### config.mk
export PLATFORM = sky130hd
export DESIGN_NAME = jtopll_wrseq
export DESIGN_NICKNAME = d
export VERILOG_FILES = /design/src/rtl/jtopll_pkg.sv /design/src/rtl/jtopll_wrseq_fifo.sv /design/src/rtl/jtopll_wrseq.sv
export SDC_FILE = /design/constraint.sdc
export NUM_CORES = 1
export LEC_CHECK = 0
export ABC_AREA = 1
export BUFFER_PORTS_ARGS = -buffer_cell sky130_fd_sc_hd__buf_2
export CAP_MARGIN = 20
export CORE_UTILIZATION = 35
export CTS_CLUSTER_SIZE = 8
export DETAILED_ROUTE_END_ITERATION = 8
export PLACE_DENSITY_LB_ADDON = 0.1
export SYNTH_ARGS = -nofsm -noshare
export SYNTH_HDL_FRONTEND = slang
export SYNTH_SLANG_ARGS = --single-unit
### constraint.sdc
create_clock -name clk -period 2.1 [get_ports clk]
set_input_delay 0.42 -clock clk [delete_from_list [all_inputs] [get_ports clk]]
set_output_delay 0.42 -clock clk [all_outputs]
set_load 0.01 [all_outputs]
### src/rtl/jtopll_pkg.sv
// rtl/jtopll_pkg.sv - shared types, timing defaults and helpers for the OPLL write sequencer
package jtopll_pkg;

    // Sequencer phases: address strobe, address settle, data strobe, data settle.
    typedef enum logic [2:0] {
        ST_IDLE  = 3'd0,
        ST_AWR   = 3'd1,
        ST_AWAIT = 3'd2,
        ST_DWR   = 3'd3,
        ST_DWAIT = 3'd4
    } wrseq_state_t;

    // Default bus timing, in cen ticks.
    localparam int DEF_WR_PULSE  = 2;
    localparam int DEF_ADDR_WAIT = 12;
    localparam int DEF_DATA_WAIT = 84;

    // One queued register write.
    typedef struct packed {
        logic [7:0] reg_num;
        logic [7:0] val;
    } wr_req_t;

    // A zero-length phase would collapse the bus protocol, so zero means one tick.
    function automatic int at_least_one(input int v);
        return (v < 1) ? 1 : v;
    endfunction

    function automatic int max3(input int a, input int b, input int c);
        int m;
        m = a;
        if (b > m) m = b;
        if (c > m) m = c;
        return m;
    endfunction

endpackage

### src/rtl/jtopll_wrseq_fifo.sv
// rtl/jtopll_wrseq_fifo.sv - small request queue between the CPU side and the bus sequencer
//
// Ports:
//   clk, rst_n       clock, synchronous active-low reset (empties the queue)
//   push, push_data  enqueue one request; ignored while full
//   pop, pop_data    dequeue the head; pop_data shows the head combinationally
//   full, empty      occupancy flags
//   count            occupancy, one bit wider than the pointers
module jtopll_wrseq_fifo
    import jtopll_pkg::*;
#(
    parameter int AW = 2
) (
    input  logic          clk,
    input  logic          rst_n,
    input  logic          push,
    input  wr_req_t       push_data,
    input  logic          pop,
    output wr_req_t       pop_data,
    output logic          full,
    output logic          empty,
    output logic [AW:0]   count
);

    localparam int          DEPTH    = 1 << AW;
    localparam logic [AW:0] FULL_CNT = (AW + 1)'(DEPTH);

    wr_req_t         mem [DEPTH];
    logic [AW-1:0]   wr_ptr;
    logic [AW-1:0]   rd_ptr;
    logic            do_push;
    logic            do_pop;

    // Guarded here so the queue can never overwrite or underflow, whatever the caller does.
    assign do_push = push && !full;
    assign do_pop  = pop && !empty;

    assign full     = (count == FULL_CNT);
    assign empty    = (count == '0);
    assign pop_data = mem[rd_ptr];

    // Storage needs no reset: an entry is only read after it has been written.
    always_ff @(posedge clk) begin
        if (do_push) begin
            mem[wr_ptr] <= push_data;
        end
    end

    // Pointers wrap naturally modulo DEPTH.
    always_ff @(posedge clk) begin
        if (!rst_n) begin
            wr_ptr <= '0;
            rd_ptr <= '0;
            count  <= '0;
        end else begin
            if (do_push) begin
                wr_ptr <= wr_ptr + 1'b1;
            end
            if (do_pop) begin
                rd_ptr <= rd_ptr + 1'b1;
            end
            case ({do_push, do_pop})
                2'b10:   count <= count + 1'b1;
                2'b01:   count <= count - 1'b1;
                default: count <= count;
            endcase
        end
    end

endmodule

### src/rtl/jtopll_wrseq.sv
// rtl/jtopll_wrseq.sv - queues OPLL register writes and plays them out as timed address/data bus cycles
//
// Ports:
//   clk, rst_n          clock, synchronous active-low reset
//   cen                 clock enable; every bus phase is counted in cen ticks
//   req_valid/req_ready request handshake (accepted on any clk edge)
//   req_reg, req_val    OPLL register number and value
//   addr, dout          chip address line (0 = register select, 1 = data) and data bus
//   cs_n, wr_n          chip select and write strobe, active-low, always equal
//   busy                queue non-empty or a write sequence in progress
module jtopll_wrseq
    import jtopll_pkg::*;
#(
    parameter int WR_PULSE  = DEF_WR_PULSE,
    parameter int ADDR_WAIT = DEF_ADDR_WAIT,
    parameter int DATA_WAIT = DEF_DATA_WAIT,
    parameter int FIFO_AW   = 2
) (
    input  logic       clk,
    input  logic       rst_n,
    input  logic       cen,
    input  logic       req_valid,
    output logic       req_ready,
    input  logic [7:0] req_reg,
    input  logic [7:0] req_val,
    output logic       addr,
    output logic [7:0] dout,
    output logic       cs_n,
    output logic       wr_n,
    output logic       busy
);

    localparam int WP   = at_least_one(WR_PULSE);
    localparam int AWT  = at_least_one(ADDR_WAIT);
    localparam int DWT  = at_least_one(DATA_WAIT);
    localparam int MAXT = max3(WP, AWT, DWT);
    // The counter only ever holds (phase length - 1).
    localparam int CW   = (MAXT > 1) ? $clog2(MAXT) : 1;

    localparam logic [CW-1:0] WP_LD  = CW'(WP - 1);
    localparam logic [CW-1:0] AWT_LD = CW'(AWT - 1);
    localparam logic [CW-1:0] DWT_LD = CW'(DWT - 1);

    wrseq_state_t    state;
    wrseq_state_t    state_nx;
    logic [CW-1:0]   cnt;
    logic [CW-1:0]   cnt_nx;
    logic            addr_q;
    logic            addr_nx;
    logic [7:0]      dout_q;
    logic [7:0]      dout_nx;
    logic            strobe_q;
    logic            strobe_nx;
    logic [7:0]      val_q;
    logic [7:0]      val_nx;
    logic            ready_en;

    logic            fifo_push;
    logic            fifo_pop;
    wr_req_t         fifo_in;
    wr_req_t         fifo_head;
    logic            fifo_full;
    logic            fifo_empty;
    logic [FIFO_AW:0] fifo_count;

    // ready_en keeps req_ready low through reset and for the edge that releases it.
    assign req_ready = ready_en && !fifo_full;
    assign fifo_push = req_valid && req_ready;
    assign fifo_in   = '{reg_num: req_reg, val: req_val};

    jtopll_wrseq_fifo #(
        .AW (FIFO_AW)
    ) u_fifo (
        .clk       (clk),
        .rst_n     (rst_n),
        .push      (fifo_push),
        .push_data (fifo_in),
        .pop       (fifo_pop),
        .pop_data  (fifo_head),
        .full      (fifo_full),
        .empty     (fifo_empty),
        .count     (fifo_count)
    );

    // A single strobe register drives both cs_n and wr_n so they cannot skew.
    assign addr = addr_q;
    assign dout = dout_q;
    assign cs_n = ~strobe_q;
    assign wr_n = ~strobe_q;
    assign busy = (fifo_count != '0) || (state != ST_IDLE);

    always_ff @(posedge clk) begin
        if (!rst_n) begin
            state    <= ST_IDLE;
            cnt      <= '0;
            addr_q   <= 1'b0;
            dout_q   <= '0;
            strobe_q <= 1'b0;
            val_q    <= '0;
            ready_en <= 1'b0;
        end else begin
            state    <= state_nx;
            cnt      <= cnt_nx;
            addr_q   <= addr_nx;
            dout_q   <= dout_nx;
            strobe_q <= strobe_nx;
            val_q    <= val_nx;
            ready_en <= 1'b1;
        end
    end

    // Each phase loads (length - 1) on entry and leaves on the tick where the counter
    // reads zero. addr/dout are only updated on edges that also assert the strobe,
    // so they are stable for the whole low period and the following idle gap.
    always_comb begin
        state_nx  = state;
        cnt_nx    = cnt;
        addr_nx   = addr_q;
        dout_nx   = dout_q;
        strobe_nx = strobe_q;
        val_nx    = val_q;
        fifo_pop  = 1'b0;

        if (cen) begin
            case (state)
                ST_IDLE: begin
                    if (!fifo_empty) begin
                        fifo_pop  = 1'b1;
                        val_nx    = fifo_head.val;
                        addr_nx   = 1'b0;
                        dout_nx   = fifo_head.reg_num;
                        strobe_nx = 1'b1;
                        cnt_nx    = WP_LD;
                        state_nx  = ST_AWR;
                    end
                end
                ST_AWR: begin
                    if (cnt == '0) begin
                        strobe_nx = 1'b0;
                        cnt_nx    = AWT_LD;
                        state_nx  = ST_AWAIT;
                    end else begin
                        cnt_nx = cnt - 1'b1;
                    end
                end
                ST_AWAIT: begin
                    if (cnt == '0) begin
                        addr_nx   = 1'b1;
                        dout_nx   = val_q;
                        strobe_nx = 1'b1;
                        cnt_nx    = WP_LD;
                        state_nx  = ST_DWR;
                    end else begin
                        cnt_nx = cnt - 1'b1;
                    end
                end
                ST_DWR: begin
                    if (cnt == '0) begin
                        strobe_nx = 1'b0;
                        cnt_nx    = DWT_LD;
                        state_nx  = ST_DWAIT;
                    end else begin
                        cnt_nx = cnt - 1'b1;
                    end
                end
                ST_DWAIT: begin
                    if (cnt == '0) begin
                        cnt_nx   = '0;
                        state_nx = ST_IDLE;
                    end else begin
                        cnt_nx = cnt - 1'b1;
                    end
                end
                default: begin
                    strobe_nx = 1'b0;
                    cnt_nx    = '0;
                    state_nx  = ST_IDLE;
                end
            endcase
        end
    end

endmodule

==> impl_metrics.toml <==
[status]
outcome = "completed"

[logic_synthesis]
syn_area_um2 = 4320
syn_area_per_cell_um2 = 9.69
async_reset_ff_share_pct = 0
synth_edf_count = 64
ys_seq_area_share_pct = 62.1
yosysWarningCount = 0
synth_flop_cell = "edfxtp_1"
ys_types = 33
synth_nets = 473
ys_seq_elements = 102
postSynthCellCount = 446

[layout]
fin_nets = 515
fin_cells = 640
final_cell_mix = "nor2_1 (93), nand2_1 (79), edfxtp_1 (64)"
syn2layout_area_growth_pct = 15.3
final-seq-area_um2 = 2680
diodes = 0
drive_above_1_share_pct = 17.4
fillerInstances = 1233
multiInputGateArea_um2 = 1400
final_common_cell = "nor2_1"
final_core_util_pct = 41.5

[placement]
place_inst = 624
detailed_place_hpwl_um = 5780
io_buffers = 32
gp_congestion = 0.766

[grt]
antenna_found_initial = 0
grt_pass1_vias = 2862
grt_pass1_wl_um = 14600
grt_max_degree = 29
track_usage_pct = 15.3
grt.overflow.total = 0

[floorplanning]
start_util_pct = 36.0
die_w_um = 113
rows = 40
io_pins = 33
core_um2 = 12000
die_h_um = 113
die-area_um2 = 12800

[drt]
via_count = 2970
drc_errors = 0
drtIter0Drc = 120
wl_per_cell_um = 13.8
via_per_inst = 4.64
ant_nets = 0
dr.pass1.iters = 4
finalWirelength_um = 8840

[cts]
htreeDepth = 3
clockBufferDepth = 2
cts.sinks = 102
clkLatencyLatePin_ns = 0.35
cts_buffers = 9
cts_setup_buffers = 0
path_clk_slew_ns = 0.07
cts_tree = "done"
clockRootBuffer = "clkbuf_16"

[sta]
max_slew_margin_pct = 61.6
hold_viol = 0
max_clock_freq_ghz = 0.537
rsz0062_at_grt = "false"
report.final.slew_viol_count = 0
clock-skew-final_ns = 0.00625
worst_pin_slew_ns = 0.575
period_share_pct = 88.7
setup_viol = 0
setup_tns_ns = 0
holdWs_ns = 0.279
layout_min_cycle_time_ns = 1.86

[worst_setup_path]
endpoint_kind = "flip-flop"
r2r_setup_slack_ns = 0.24
crit_type = "flip-flop to flip-flop"
startpoint_type = "flip-flop"
cp-startpoint = "state[0]"
rr_worst_depth = 12
reg2reg_from = "state[0]"
regToRegEndpoint = "u_fifo.count[2]"
required_ns = 2.35
worst_ep_arrival_time_ns = 2.11
critical_path_peak_fanout = 4

[worst_hold_path]
hold_path.startpoint = "req_reg[0]"
min_path_cells = 1
min_to = "u_fifo.mem[0][8]"
hold_path.class = "primary input to flip-flop"

[job]
drv_cap = 0

[pwr]
peakVddDrop_mv = 0.503
power_density_nw_per_um2 = 1260
power_mw = 6.29
total_leakage_power_nw = 1.99
-- stage by stage --
stage,cell area (um2),setup WS (ns)
floorplan,4320,0.0452
global route,4980,0.0447
CTS,4970,0.120
global placement,4690,0.189
detailed placement,4690,0.124
finish,4980,0.236
-- how the worst max path moves through the flow --
stage / endpoint / slack [ns] / depth (start not counted)
final: u_fifo.count[2] / 0.24 / 12
after global routing: u_fifo.count[2] / 0.04 / 12
after CTS: u_fifo.count[2] / 0.12 / 12
after detailed placement: u_fifo.count[2] / 0.12 / 12
after global placement: u_fifo.count[2] / 0.19 / 12
after floorplan: u_fifo.count[2] / 0.05 / 13
-- state kept, by name (all words and copies together) (netlist names), named ones only --
register and count:
u_fifo.count 3, val_q 8, state 3, strobe_q 1, addr 1, u_fifo.wr_ptr 2
u_fifo.mem 64, dout 8, cnt 7, ready_en 1, u_fifo.rd_ptr 2
-- kinds of logic after synthesis --
group | share of synthesized area, %
flip-flops | 62.1
AO/OA/AOI/OAI | 9.82
AND/OR/NAND/NOR | 19.8
buffers and inverters | 5.73
adder cells (fa/ha/maj) | 2.20
XOR/XNOR | 0.405
-- final cells by class --
class,count,area share [%]
inverters,43,3.26
multi-input cells,286,28.1
clock inverters,7,1.28
flip-flops and latches,102,53.9
clock buffers,9,4.52
repair buffers,46,5.32
well taps,147,3.69
-- cell usage after synthesis (all sizes together), types with 6 or more instances --
cell / count / area, um2
a21oi: 17 / 96.4
a31oi: 9 / 56.3
buf: 8 / 58.8
clkbuf: 7 / 26.3
dfxtp: 38 / 761
edfxtp: 64 / 1920
ha: 6 / 75.1
inv: 42 / 158
nand2: 82 / 315
nand3: 11 / 85.1
nor2: 101 / 428
o21ai: 50 / 250
-- where the power goes --
part,leakage [nW],total [mW],internal [mW],switching (mW)
Sequential,0.892,2.57,2.41,0.153
Combinational,0.952,2.12,0.735,1.39
Clock,0.142,1.60,0.828,0.770
-- worst max-delay path, cell delays in order, from the launching register on --
cell and delay (ns):
dfxtp_1 0.35, nor2_4 0.15, nand2_2 0.09, inv_1 0.07
nand3_2 0.08, clkinv_2 0.06, ha_1 0.13, inv_1 0.08
fa_2 0.36, a21oi_2 0.14, o21ai_1 0.09, o21ai_1 0.12
a21oi_1 0.05
-- per-layer routing --
layer | track usage (%) | routed length, um | vias up | share of wire (%)
met5 | 0 | 0 | - | 0
met4 | 5.53 | 140 | 0 | 1.6
met3 | 3.91 | 298 | 13 | 3.4
met2 | 25.1 | 4150 | 53 | 47
met1 | 19.6 | 4250 | 1349 | 48
li1 | - | - | 1555 | -
-- what timing repair did --
item                                    4_1_cts  5_1_grt
resized for setup                             0        5
hold buffers                                  0        0
endpoints found under the setup margin        0        1
No activity file was read; power rests on OpenSTA's default activity.
